[src/rtl/tap_sum_pkg.sv]
// Shared constants and types for the 8-tap summing/averaging pipeline.
package tap_sum_pkg;

    localparam int unsigned N_TAPS     = 8;
    localparam int unsigned PIPE_LAT   = 3;
    localparam logic [3:0]  FILL_MAX   = 4'd8;
    localparam int unsigned DEF_DATA_W = 16;

    typedef logic [N_TAPS-1:0][DEF_DATA_W-1:0] tap_vec_t;

    function automatic int unsigned sum_w(input int unsigned data_w);
        return data_w + 3;
    endfunction

endpackage

[src/rtl/tap_sum_avg8_add_stage.sv]
// One registered level of the adder tree: N_OUT pair sums, each one bit wider
// than its inputs, with a valid bit that clear forces low.
module tap_add_stage #(
    parameter int unsigned IN_W  = 16,
    parameter int unsigned N_OUT = 4
) (
    input  logic                            clk,
    input  logic                            reset_n,
    input  logic                            clear,
    input  logic                            in_valid,
    input  logic [2*N_OUT-1:0][IN_W-1:0]    in_data,
    output logic [N_OUT-1:0][IN_W:0]        out_data,
    output logic                            out_valid
);

    always_ff @(posedge clk or negedge reset_n) begin
        if (!reset_n) begin
            out_data  <= '0;
            out_valid <= 1'b0;
        end else begin
            // Data keeps flowing through clear; only the valid bit is squashed.
            out_valid <= in_valid & ~clear;
            for (int unsigned i = 0; i < N_OUT; i++) begin
                out_data[i] <= {1'b0, in_data[2*i]} + {1'b0, in_data[2*i+1]};
            end
        end
    end

endmodule

[src/rtl/tap_sum_avg8.sv]
// Sums eight delay-line taps through a 3-stage registered tree; emits sum, floor mean,
// threshold flag and a warm-up-qualified valid. Optional peak tracker: TAP_PEAK_EN.
module tap_sum_avg8
    import tap_sum_pkg::*;
#(
    parameter int unsigned       DATA_W = 16,
    parameter logic [DATA_W-1:0] THRESH = 16'h8000
) (
    input  logic              clk,
    input  logic              reset_n,
    input  logic              clear,
    input  logic [DATA_W-1:0] tap_a,
    input  logic [DATA_W-1:0] tap_b,
    input  logic [DATA_W-1:0] tap_c,
    input  logic [DATA_W-1:0] tap_d,
    input  logic [DATA_W-1:0] tap_e,
    input  logic [DATA_W-1:0] tap_f,
    input  logic [DATA_W-1:0] tap_g,
    input  logic [DATA_W-1:0] tap_h,
    output logic [DATA_W+2:0] sum_out,
    output logic [DATA_W-1:0] avg_out,
    output logic              over_thresh,
    output logic              out_valid
`ifdef TAP_PEAK_EN
    ,
    output logic [DATA_W-1:0] peak_out
`endif
);

    localparam int unsigned SW = sum_w(DATA_W);

    logic [3:0]                     fill_cnt;
    logic                           taps_full;
    logic [N_TAPS-1:0][DATA_W-1:0]  taps;
    logic [3:0][DATA_W:0]           s1;
    logic                           v1;
    logic [1:0][DATA_W+1:0]         s2;
    logic                           v2;
    logic [SW-1:0]                  s3_next;

    assign taps = {tap_h, tap_g, tap_f, tap_e, tap_d, tap_c, tap_b, tap_a};

    always_ff @(posedge clk or negedge reset_n) begin
        if (!reset_n) begin
            fill_cnt <= '0;
        end else if (clear) begin
            fill_cnt <= '0;
        end else if (fill_cnt != FILL_MAX) begin
            fill_cnt <= fill_cnt + 4'd1;
        end
    end

    assign taps_full = (fill_cnt == FILL_MAX);

    tap_add_stage #(.IN_W(DATA_W), .N_OUT(4)) u_stage1 (
        .clk       (clk),
        .reset_n   (reset_n),
        .clear     (clear),
        .in_valid  (taps_full),
        .in_data   (taps),
        .out_data  (s1),
        .out_valid (v1)
    );

    tap_add_stage #(.IN_W(DATA_W+1), .N_OUT(2)) u_stage2 (
        .clk       (clk),
        .reset_n   (reset_n),
        .clear     (clear),
        .in_valid  (v1),
        .in_data   (s1),
        .out_data  (s2),
        .out_valid (v2)
    );

    assign s3_next = {1'b0, s2[0]} + {1'b0, s2[1]};

    // Mean and threshold come from the final sum before it is registered,
    // so all three outputs change on the same edge.
    always_ff @(posedge clk or negedge reset_n) begin
        if (!reset_n) begin
            sum_out     <= '0;
            avg_out     <= '0;
            over_thresh <= 1'b0;
            out_valid   <= 1'b0;
        end else begin
            sum_out     <= s3_next;
            avg_out     <= s3_next[SW-1:3];
            over_thresh <= (s3_next[SW-1:3] >= THRESH);
            out_valid   <= v2 & ~clear;
        end
    end

`ifdef TAP_PEAK_EN
    always_ff @(posedge clk or negedge reset_n) begin
        if (!reset_n) begin
            peak_out <= '0;
        end else if (clear) begin
            peak_out <= '0;
        end else if (out_valid && (avg_out > peak_out)) begin
            peak_out <= avg_out;
        end
    end
`endif

endmodule

[config.mk]
export PLATFORM = sky130hd
export DESIGN_NAME = tap_sum_avg8
export DESIGN_NICKNAME = d
export VERILOG_FILES = /design/src/rtl/tap_sum_pkg.sv /design/src/rtl/tap_sum_avg8_add_stage.sv /design/src/rtl/tap_sum_avg8.sv
export SDC_FILE = /design/constraint.sdc
export NUM_CORES = 1
export LEC_CHECK = 0
export ABC_AREA = 1
export BUFFER_PORTS_ARGS = -buffer_cell sky130_fd_sc_hd__buf_2
export CORE_UTILIZATION = 58
export DETAILED_ROUTE_END_ITERATION = 7
export PLACE_DENSITY = 0.79
export SLEW_MARGIN = 20
export SYNTH_ARGS = -nofsm -noshare
export SYNTH_HDL_FRONTEND = slang
export SYNTH_SLANG_ARGS = --single-unit
[constraint.sdc]
create_clock -name clk -period 2.1 [get_ports clk]
set_input_delay 0 -clock clk [delete_from_list [all_inputs] [get_ports clk]]
set_output_delay 0 -clock clk [all_outputs]
set_load 0.005 [all_outputs]
Word level (Yosys, flattened, before mapping)
Cells that the tools add are included.

storage, ports and cells
  output and inout port bits = 37
  memory bits (writable) = 0
  input port bits = 131
  memories = 0
  logic and storage cells = 31
  ROM bits = 0
  register bits after elaboration = 147
  bits in latches = 0

cells by class
  magnitude comparators = 1
  bitwise logic cells = 4
  multiplexer cells = 2
  equality and inequality tests = 2
  shift operators = 0
  multiply operators = 0
  divide/modulo/power cells = 0
  $add $sub $neg = 8
  reductions and logical operators = 1

operator list
  kind                                                        number
  adder 16 x 16 -> 17 bit                                     4
  adder 17 x 17 -> 18 bit                                     2
  adder 18 x 18 -> 19 bit                                     1
  greater-or-equal comparator 16 bit (second input constant)  1
  2-to-1 mux 4 bit                                            2
  adder 4 x 1 -> 4 bit (second input constant)                1
  == test 4 bit (second input constant)                       1
  != test 4 bit (second input constant)                       1
  AND 1 bit                                                   3
  nonzero test 2 bit                                          1
  inverter 1 bit                                              1

Logic depth before layout (Yosys ltp)
  depth after elaboration = 3
  mapped depth = 11
  gate-level depth less buffers = 11

Cells and area by module
From an unflattened synthesis, not the netlist that was laid out.

second synthesis, totals
  cells, all modules = 1527
  area total of the unflattened synthesis = 10602.7 um^2

by module, submodules not included
  module                    times used  seq. area each (um^2)  cells each  area each (um^2)
  tap_add_stage (u_stage1)  1           1726.7                 814         5651.7
  tap_add_stage (u_stage2)  1           925.9                  465         3050.4
  tap_sum_avg8              1           625.6                  248         1900.6

Worst setup path before layout
No wires, ideal clock.

  path type = register to register
  start point = reg u_stage2.out_data[0] in the netlist's numbering
  end point = reg avg_out[13]
  required time = 1.983 ns
  buffers on the path = 0
  stages on the path, launching flop included = 10
  path slack = 0.463 ns
  arrival = 1.520 ns
  clock period less this slack = 1.637 ns
  setup time = 0.117 ns
  cell sequence = dfrtp_1 -> ha_1 -> inv_1 -> fa_1 -> o21ai_2 -> nand2_1 -> nand2_2 -> nand2_1 -> nand3_1 -> nand2_1

on the way
  word-level cells in the longest chain between the ends = 1

ends and longest elaborated chain
  item                              line                          text
  start: declaration                tap_sum_avg8_add_stage.sv:12  output logic [N_OUT-1:0][IN_W:0] out_data,
  start signal: indexed assignment  tap_sum_avg8_add_stage.sv:24  out_data[i] <= {1'b0, in_data[2*i]} + {1'b0, in_data[2*i+1]};
  adder 18 x 18 -> 19 bit           tap_sum_avg8.sv:75            assign s3_next = {1'b0, s2[0]} + {1'b0, s2[1]};
  via s3_next[16]                   tap_sum_avg8.sv:39            logic [SW-1:0] s3_next;
  end signal: assignment            tap_sum_avg8.sv:87            avg_out <= s3_next[SW-1:3];
  end: declaration                  tap_sum_avg8.sv:21            output logic [DATA_W-1:0] avg_out,

The timed path passes the listed nets, and every way through them passes these cells.
A chain may end at the register's enable or synchronous reset.

Final worst setup path
  start point = reg u_stage2.out_data[0] in the netlist's numbering
  end point = reg avg_out[15]

The elaborated chain is that of the path after synthesis.

==> results by group <==
Synth
  – YS warnings: 0
  – Register area share after synthesis: around 34%
  – Synth cell types: 24
  – Syn Inst Count: 1,317
  – Synth Net Count: between 1,500 and 2,000
  – Seq cells post-synth: roughly 130
  – Cell Area, Synth: approximately 0.0097 sq mm
  – Avg Inst Size Synth: 7.38 sq um

Worst setup path
  – Critical path capture point: avg_out[15]
  – Critical path's top delay family: adder cells
  – Arrival @ worst endpoint: about 2300 ps
  – Most frequent CP cell: nand2_1
  – Cells along the critical path: ha_1, inv_1, fa_1, o21ai_2, nand2_2, nand2_2, nand2_1, nand2_1, nand2_1, nand2_1
  – RR Endpoint: avg_out[15]
  – R2R Setup Slk: between 150 and 200 ps
  – Crit path buf inv count: 1
  – Worst path depth: 10
  – Largest stage delay, worst path: about 420 ps
  – CP Launch Point: u_stage2.out_data[0]
  – Setup CP Type: register to register
  – Slowest CP cell: fa_1
  – CP Capture Type: register
  – CP startpoint kind: register
  – R2R depth: 10
  – Crit Path Max Fanout: 4
  – Crit path required time: around 2500 ps
  – Reg2reg start: u_stage2.out_data[0]

Place
  – Final GP Congestion: between 0.9 and 1
  – Post-DP HPWL: between 15,000 and 20,000 um
  – Placed instance count: 1,685
  – Port bufs: 167

Floorplan
  – DIE WIDTH: 131 um
  – Initial Util: approximately three fifths
  – DIE AREA: ~0.017 sq mm
  – I/O Pins: about 170
  – Die Y: 131 um
  – Core area: ~0.016 sq mm
  – Row cnt: 46

CTS
  – CTS Buf Count: 17
  – Clock Sinks: around 130
  – CTS tree: built
  – Clock Root Buffer: clkbuf_16
  – Clock tree buffer depth: 2
  – CTS resizes: 0
  – Htree depth: 4
  – Clock slew at reported path FFs: around 70 ps
  – Postcts setup bufs: 0
  – Worst-Skew Late Latency: between 400 and 500 ps

Drt
  – Iter 0 DRT Violations: 590
  – DR vias: a little over 9,000
  – Antenna violation net count after detailed routing: 0
  – DRC: 0
  – DRT Pass-1 Iters: 7
  – Detail-routed net length per standard cell: between 10 and 15 um
  – WL final: ~24,000 um
  – Avg Vias per Cell: about 5.2

Timing
  – Worst slew margin: between 50% and 60%
  – Final period util: about nine tenths
  – Fin. max-slew vios: 0
  – RSZ-0062 raised after global routing: no
  – Final setup vio count: 0
  – Slew at the pin with the worst max-slew slack: roughly 680 ps
  – Sum Neg Setup Slack: 0 ps
  – Hold Fails Final Rpt: 0
  – Crit path time final: ~1900 ps
  – FMAX: 0.518 GHz
  – Clk_skew: between 10 and 15 ps

Cells and area
  – ANT cells: 0
  – Share of layout cells above drive strength 1: between 10% and 20%
  – Layout Nets: 1,788
  – P&R area growth vs syn: 21.0%
  – Most common cell after layout, fill and taps aside: nand2_1
  – Post-route non-filler standard cell count: 1,761
  – Commonest cells after routing, fill and taps aside: nand2_1 (387), inv_1 (171), buf_2 (166)

Run status
  – Outcome: finished clean

Global routing
  – First-pass GRT wire length: 40,200 um
  – Vias in the first global route: about 8,900
  – Largest net degree at the start of global routing: between 100 and 150
  – GR Layer Usage met1: a little over a third
  – Global-route usage over all layers: between 20% and 30%
  – Grt met2 use: between 40% and 50%
  – Initial antenna violation count: 0
  – Routing usage on met3: under 10%
  – Total gr overflow: 0
  – Global route hottest layer: met2

Power
  – VDD IR max: 0.672 mV
  – Leak: around 6.5 nW
  – Cell Pwr Density: roughly 1100 mW/mm^2

Job
  – Max Cap Viol: 0

Min path
  – Hold WC Path Type: primary input to register
power by group:
group          switching (mW)  leakage, nW  total, mW  internal (mW)
sequential              0.314         1.56       3.66           3.35
combinational            4.12         4.70       6.59           2.47
clock                    1.10        0.281       2.97           1.87
total                    5.53         6.55       13.2           7.69
metal layers:
layer	up-vias	routed length, um
met4	0	667
met2	276	11500
li1	4735	-
met3	51	1090
met1	4180	10700
met5	-	0
cell usage after synthesis (all sizes together):
| master | count | area share [%] |
|---|---|---|
| o21a | 5 | 0.39 |
| nor3 | 10 | 0.51 |
| dfrtp | 131 | 34 |
| nor2 | 93 | 3.6 |
| xnor2 | 9 | 0.81 |
| nand3 | 91 | 4.7 |
| fa | 7 | 1.4 |
| o21ai | 74 | 4.1 |
| xor2 | 41 | 3.7 |
| buf | 16 | 1.2 |
| a21oi | 120 | 6.2 |
| nand3b | 5 | 0.39 |
| inv | 171 | 6.6 |
| o21bai | 1 | 0.077 |
| o31a | 1 | 0.090 |
| nand4 | 16 | 1.0 |
| nand2 | 391 | 15 |
| ha | 118 | 15 |
| and3 | 1 | 0.064 |
| and2 | 12 | 0.77 |
| nor4 | 4 | 0.26 |
cells by family after synthesis:
logic type / share of synthesized area (%)
AND/OR/NAND/NOR: 26.5
AO/OA/AOI/OAI: 10.8
buffers and inverters: 7.84
flip-flops: 33.7
adder cells (fa/ha/maj): 16.6
XOR/XNOR: 4.50
worst reg2reg max path, stage by stage (launching register included):
cell     delay, ps
dfrtp_1        350
ha_1           270
inv_1           80
fa_1           420
o21ai_2        260
nand2_2         80
nand2_2         80
nand2_1         90
nand2_1        100
nand2_1         80
nand2_1         70
registers in the layout, summed over array words and instances, names as in the netlist:
name / flops
u_stage1.out_data: 68
u_stage2.out_data: 36
avg_out: 16
fill_cnt: 4
sum_out: 3
out_valid: 1
over_thresh: 1
u_stage1.out_valid: 1
u_stage2.out_valid: 1
area by class of cell:
type / instances / area [sq um]
well taps: 216 / 270
clock inverters: 12 / 158
inverters: 171 / 642
fillers: 1328 / 4350
flip-flops and latches: 131 / 3280
repair buffers: 212 / 1300
multi-input cells: 999 / 5680
clock buffers: 20 / 437
how the worst min path moves through the flow:
stage | cells after the start | start | to | slack [ps]
finish | 3 | tap_h[2] | u_stage1.out_data[53] | 7
global route | 3 | tap_g[5] | u_stage1.out_data[56] | 10
CTS | 3 | tap_d[6] | u_stage1.out_data[23] | 2
detailed placement | 2 | reset_n | sum_out[0] | 160
global placement | 2 | reset_n | u_stage2.out_data[1] | 150
floorplan | 0 | reset_n | avg_out[0] | -300
metrics by stage:
stage          power [mW]  hold slack [ps]  cell area (sq um)  setup WS, ps  utilization (%)
2_1_floorplan        8.40             -296               9720           463                -
3_3_place_gp         9.96              154              10700           276             66.6
3_5_place_dp         10.1              157              10700           169             66.6
4_1_cts              13.2             2.41              11800           161             73.0
5_1_grt              14.3             14.7              11800          40.9             73.0
6_report             13.2             7.24              11800           168             73.0
what timing repair did:
action / 4_1_cts / 5_1_grt
hold endpoints to repair: 160 / 0
endpoints found under the setup margin: 0 / 0
hold buffers: 44 / 0
No activity file was read; power rests on OpenSTA's default activity.
